==> src/rtl/axis_pkg.sv <==
// axis_pkg: shared FSM state encoding for the AXI-Stream packet generator.
package axis_pkg;
   typedef enum logic [1:0] {IDLE, SEND, GAP, DONE} state_e;
endpackage

==> src/rtl/axis_packet_gen.sv <==
// axis_packet_gen: AXI-Stream master emitting incrementing-data packets,
// single-shot or looped with a programmable idle gap, stoppable on packet boundaries.
module axis_packet_gen
   import axis_pkg::*;
#(
   parameter int AXIS_TDATA_WIDTH = 8,
   parameter int LEN_WIDTH        = 16,
   parameter int GAP_WIDTH        = 8
) (
   input  logic                        i_clk,
   input  logic                        i_rst_n,
   input  logic                        i_start,
   input  logic                        i_stop,
   input  logic                        i_repeat,
   input  logic [LEN_WIDTH-1:0]        i_pkt_len,
   input  logic [GAP_WIDTH-1:0]        i_gap,
   input  logic [AXIS_TDATA_WIDTH-1:0] i_seed,
   input  logic                        i_tid,
   input  logic                        i_tdest,
   input  logic                        i_tuser,
   output logic                        o_busy,
   output logic                        o_done,
   output logic [LEN_WIDTH-1:0]        o_pkt_count,
   output logic                        o_m_axis_tvalid,
   input  logic                        i_m_axis_tready,
   output logic [AXIS_TDATA_WIDTH-1:0] o_m_axis_tdata,
   output logic                        o_m_axis_tlast,
   output logic                        o_m_axis_tstrb,
   output logic                        o_m_axis_tkeep,
   output logic                        o_m_axis_tid,
   output logic                        o_m_axis_tdest,
   output logic                        o_m_axis_tuser
);
   localparam logic [LEN_WIDTH-1:0]        LEN_ONE  = LEN_WIDTH'(1);
   localparam logic [GAP_WIDTH-1:0]        GAP_ONE  = GAP_WIDTH'(1);
   localparam logic [AXIS_TDATA_WIDTH-1:0] DATA_ONE = AXIS_TDATA_WIDTH'(1);

   state_e                        state_q, state_d;
   logic [LEN_WIDTH-1:0]          len_q, len_d, beat_q, beat_d, pcnt_q, pcnt_d;
   logic [GAP_WIDTH-1:0]          gap_q, gap_d, gcnt_q, gcnt_d;
   logic [AXIS_TDATA_WIDTH-1:0]   data_q, data_d;
   logic [2:0]                    side_q, side_d;
   logic                          rpt_q, rpt_d, stop_q, stop_d;
   logic                          tvalid_q, tvalid_d, tlast_q, tlast_d;
   logic                          hs, stop_now;

   assign hs       = tvalid_q & i_m_axis_tready;
   assign stop_now = stop_q | i_stop;

   always_comb begin
      state_d  = state_q;
      len_d    = len_q;
      beat_d   = beat_q;
      pcnt_d   = pcnt_q;
      gap_d    = gap_q;
      gcnt_d   = gcnt_q;
      data_d   = data_q;
      side_d   = side_q;
      rpt_d    = rpt_q;
      stop_d   = stop_q | (i_stop & (state_q != IDLE));
      tvalid_d = tvalid_q;
      tlast_d  = tlast_q;
      unique case (state_q)
         IDLE: if (i_start && i_pkt_len != '0) begin
            state_d  = SEND;
            len_d    = i_pkt_len;
            gap_d    = i_gap;
            data_d   = i_seed;
            rpt_d    = i_repeat;
            side_d   = {i_tid, i_tdest, i_tuser};
            beat_d   = '0;
            tvalid_d = 1'b1;
            tlast_d  = i_pkt_len == LEN_ONE;
         end
         SEND: if (hs) begin
            // data keeps counting across packet boundaries so repeats stay continuous
            data_d  = data_q + DATA_ONE;
            beat_d  = beat_q + LEN_ONE;
            tlast_d = beat_q + LEN_ONE == len_q - LEN_ONE;
            if (tlast_q) begin
               pcnt_d = pcnt_q + LEN_ONE;
               beat_d = '0;
               if (rpt_q && !stop_now && gap_q == '0) begin
                  tlast_d = len_q == LEN_ONE;
               end else begin
                  state_d  = (rpt_q && !stop_now) ? GAP : DONE;
                  gcnt_d   = gap_q;
                  tvalid_d = 1'b0;
                  tlast_d  = 1'b0;
               end
            end
         end
         GAP: if (stop_now) begin
            state_d = DONE;
         end else if (gcnt_q == GAP_ONE) begin
            state_d  = SEND;
            tvalid_d = 1'b1;
            tlast_d  = len_q == LEN_ONE;
         end else begin
            gcnt_d = gcnt_q - GAP_ONE;
         end
         DONE: begin
            state_d = IDLE;
            stop_d  = 1'b0;
         end
      endcase
   end

   always_ff @(posedge i_clk or negedge i_rst_n) begin
      if (!i_rst_n) begin
         state_q  <= IDLE;
         len_q    <= '0;
         beat_q   <= '0;
         pcnt_q   <= '0;
         gap_q    <= '0;
         gcnt_q   <= '0;
         data_q   <= '0;
         side_q   <= '0;
         rpt_q    <= 1'b0;
         stop_q   <= 1'b0;
         tvalid_q <= 1'b0;
         tlast_q  <= 1'b0;
      end else begin
         state_q  <= state_d;
         len_q    <= len_d;
         beat_q   <= beat_d;
         pcnt_q   <= pcnt_d;
         gap_q    <= gap_d;
         gcnt_q   <= gcnt_d;
         data_q   <= data_d;
         side_q   <= side_d;
         rpt_q    <= rpt_d;
         stop_q   <= stop_d;
         tvalid_q <= tvalid_d;
         tlast_q  <= tlast_d;
      end
   end

   assign o_busy          = state_q != IDLE;
   assign o_done          = state_q == DONE;
   assign o_pkt_count     = pcnt_q;
   assign o_m_axis_tvalid = tvalid_q;
   assign o_m_axis_tdata  = data_q;
   assign o_m_axis_tlast  = tlast_q;
   assign o_m_axis_tstrb  = tvalid_q;
   assign o_m_axis_tkeep  = tvalid_q;
   assign {o_m_axis_tid, o_m_axis_tdest, o_m_axis_tuser} = side_q;
endmodule

==> config.mk <==
export PLATFORM = sky130hd
export DESIGN_NAME = axis_packet_gen
export DESIGN_NICKNAME = d
export VERILOG_FILES = /design/src/rtl/axis_pkg.sv /design/src/rtl/axis_packet_gen.sv
export SDC_FILE = /design/constraint.sdc
export NUM_CORES = 1
export LEC_CHECK = 0
export BUFFER_PORTS_ARGS = -buffer_cell sky130_fd_sc_hd__clkbuf_2
export CORE_MARGIN = 10
export CORE_UTILIZATION = 30
export CTS_CLUSTER_DIAMETER = 120
export CTS_CLUSTER_SIZE = 30
export DETAILED_ROUTE_END_ITERATION = 10
export GPL_ROUTABILITY_DRIVEN = 0
export PLACE_DENSITY = 0.51
export SYNTH_ARGS = -nofsm -noshare
export SYNTH_HDL_FRONTEND = slang
export SYNTH_SLANG_ARGS = --single-unit
==> constraint.sdc <==
create_clock -name i_clk -period 8.1 [get_ports i_clk]
set_clock_uncertainty 0.15 [all_clocks]
set_input_delay 1.215 -clock i_clk [delete_from_list [all_inputs] [get_ports i_clk]]
set_output_delay 1.215 -clock i_clk [all_outputs]
set_load 0.01 [all_outputs]
==> impl_metrics.json <==
{
  "slowest_delay_ns": 0.84,
  "drt_first_pass_iters": 4,
  "startpoint": "state_q[1]",
  "worstMarginPinSlew_ns": 1.07,
  "period_share": 0.477,
  "wl_per_cell_um": 16.2,
  "vias": 3813,
  "syn_nets": 532,
  "cts.sinks": 81,
  "setup_viol": 0,
  "worst-r2r-setup-slack_ns": 4.24,
  "clkLatencyLatePin_ns": 0.34,
  "boundaryPins": 74,
  "end_kind": "flip-flop",
  "cts_resized": 0,
  "rsz0062_at_grt": "no",
  "whs_ns": 0.328,
  "antenna_left": 0,
  "grt_pass1_vias": 3856,
  "drtIter0Drc": 175,
  "nets": 594,
  "synth_area_leaders": "dfrtp_1 (43%), mux2_2 (6.7%), xnor2_1 (5.4%)",
  "viasPerCell": 5.04,
  "cp.arrival_ns": 4.00,
  "antenna_found_initial": 0,
  "cp.buffers_inverters": 2,
  "hold_class": "flip-flop to flip-flop",
  "portBuffers": 73,
  "vdd_ir_drop_max_uv": 174,
  "avgSynthCellArea_um2": 9.77,
  "start_kind": "flip-flop",
  "yosys_warnings": 0,
  "yosys.cell_types.count": 53,
  "finalHoldViolCount": 0,
  "syn_area_um2": 4690,
  "cp_max_fo": 23,
  "syn2layout_area_growth_pct": 18.3,
  "cp_cell_sequence": "inv_1 > ha_1 > inv_1 > a21oi_1 > a21oi_1 > nand3b_1 > or3b_2 > nand2_1",
  "yosys.area.top_type_share": 0.432,
  "rows": 45,
  "grt_max_degree": 66,
  "dieArea_um2": 21000,
  "cts.path.max_buffers": 2,
  "critPathKind": "flip-flop to flip-flop",
  "die_h_um": 145,
  "max_cap_viol_count": 0,
  "period_minus_slack_ns": 3.86,
  "initial_core_util": 0.307,
  "fillers": 1556,
  "slew_headroom": 0.285,
  "power_density_nw_per_um2": 352,
  "grt.overflow.total": 0,
  "status": "finished clean",
  "cts_max_level": 3,
  "clk_pin_slew_worst_paths_ns": 0.06,
  "core_area_um2": 15300,
  "clockRootBuffer": "clkbuf_16",
  "final_cell_mix": "dfrtp_1 (81), clkbuf_2 (72), o21ai_0 (36), xnor2_1 (29), mux2_2 (28)",
  "dp.cells": 742,
  "max_freq_mhz": 259,
  "drc": 0,
  "grtUsageTotal": 0.118,
  "holdCritStartpoint": "o_pkt_count[15]",
  "wl_mm": 12.3,
  "yosys.area.top_type": "dfrtp_1",
  "mostFrequentLayoutCell": "dfrtp_1",
  "crit_family": "simple AND/OR/NAND/NOR gates",
  "drive_gt1_frac": 0.236,
  "synth-main-ff-cell": "dfrtp_1",
  "synth_edf_count": 0,
  "final_max_slew_viol_count": 0,
  "tns_ns": 0,
  "cts_hold_buf": 0,
  "cts_made_buffers": 9,
  "postCtsSetupBuffers": 0,
  "crit_required_ns": 8.23,
  "dp_hpwl_mm": 9.14,
  "crit_path_top_delay_cell": "a21oi_1",
  "leakagePower_nw": 2.43,
  "grt_pass1_wl_mm": 20.6,
  "finalNonFillerCells": 757,
  "ys_seq_area_frac": 0.432,
  "r2r_start": "state_q[1]",
  "cts_tree": "yes",
  "syn_inst": 480,
  "die_x_um": 145,
  "async_reset_ff_frac": 1.00,
  "ys_seq_elements": 81,
  "diodes": 0
}
==> area by class of cell <==
class,count,area [µm²],area share
timing repair buffer,75,383,0.0690
multi-input combinational,358,2490,0.449
clock inverter,6,92.6,0.0167
tap,211,264,0.0476
sequential,81,2030,0.366
clock buffer,9,225,0.0406
inverter,17,63.8,0.0115
==> layer usage <==
layer | vias to the layer above | global-route usage | part of all wire
li1 | 1873 | - | -
met1 | 1835 | 0.157 | 0.48
met4 | 0 | 0.0444 | 0.018
met2 | 90 | 0.179 | 0.45
met5 | - | 0 | 0
met3 | 15 | 0.0320 | 0.051
==> Yosys cell counts (2+ instances only) <==
cell / count
or4_4: 4
ha_1: 11
nor4_1: 10
nand3_1: 27
and4_1: 2
xnor2_1: 29
or4_1: 7
a31oi_1: 4
a21oi_1: 25
or3_1: 3
dfrtp_1: 81
nand2_1: 25
nand4_1: 6
and3_1: 15
buf_1: 4
mux2_2: 28
buf_2: 2
clkbuf_1: 15
nand2b_1: 6
xor2_1: 16
xnor3_1: 4
inv_1: 17
nor2_1: 27
nor3b_1: 4
nor3_1: 11
nand3b_1: 2
o21ai_1: 8
o31ai_1: 10
o22a_1: 4
o22ai_1: 12
o21ai_0: 36
buf_4: 2
or3b_2: 3
==> where the power goes <==
group / switching [W] / internal [W] / leakage, nW / total (W)
clock: 0.000173 / 0.000270 / 0.148 / 0.000443
combinational: 0.000432 / 0.000370 / 1.26 / 0.000802
sequential: 0.000168 / 0.000541 / 1.02 / 0.000709
==> path summary, 6_finish.rpt <==
| path | end | cells past startpoint |
|---|---|---|
| min reg2reg | o_pkt_count[15] | 1 |
| min | o_pkt_count[15] | 1 |
| max in group asynchronous | len_q[0] | 2 |
| max reg2reg | beat_q[4] | 8 |
| min in group asynchronous | o_pkt_count[2] | 1 |
| max | beat_q[4] | 8 |
==> metrics by stage <==
stage / utilization / total power [W] / area (µm²) / worst slack (ns)
after floorplan: - / 0.00130 / 4690 / 4.97
after global placement: 0.343 / 0.00151 / 5230 / 3.92
after detailed placement: 0.343 / 0.00153 / 5230 / 3.87
after CTS: 0.363 / 0.00198 / 5550 / 4.23
after global routing: 0.363 / 0.00211 / 5550 / 3.90
final: 0.363 / 0.00195 / 5550 / 4.24
==> flip-flops by register name, summed over array words and instances, names as in the netlist, 2 cells and up <==
signal,cells
len_q,16
o_m_axis_tdata,8
state_q,2
o_pkt_count,16
gcnt_q,8
gap_q,8
beat_q,16
side_q,3
==> kinds of logic after synthesis <==
kind of cell	after synthesis	share of synthesized area
flops	81	0.432
buf+inv	41	0.0366
mux	29	0.0694
simple gates	163	0.198
xor+xnor	49	0.103
fa+ha+maj	11	0.0294
compound gates	106	0.131
(Power assumes the default switching activity.)
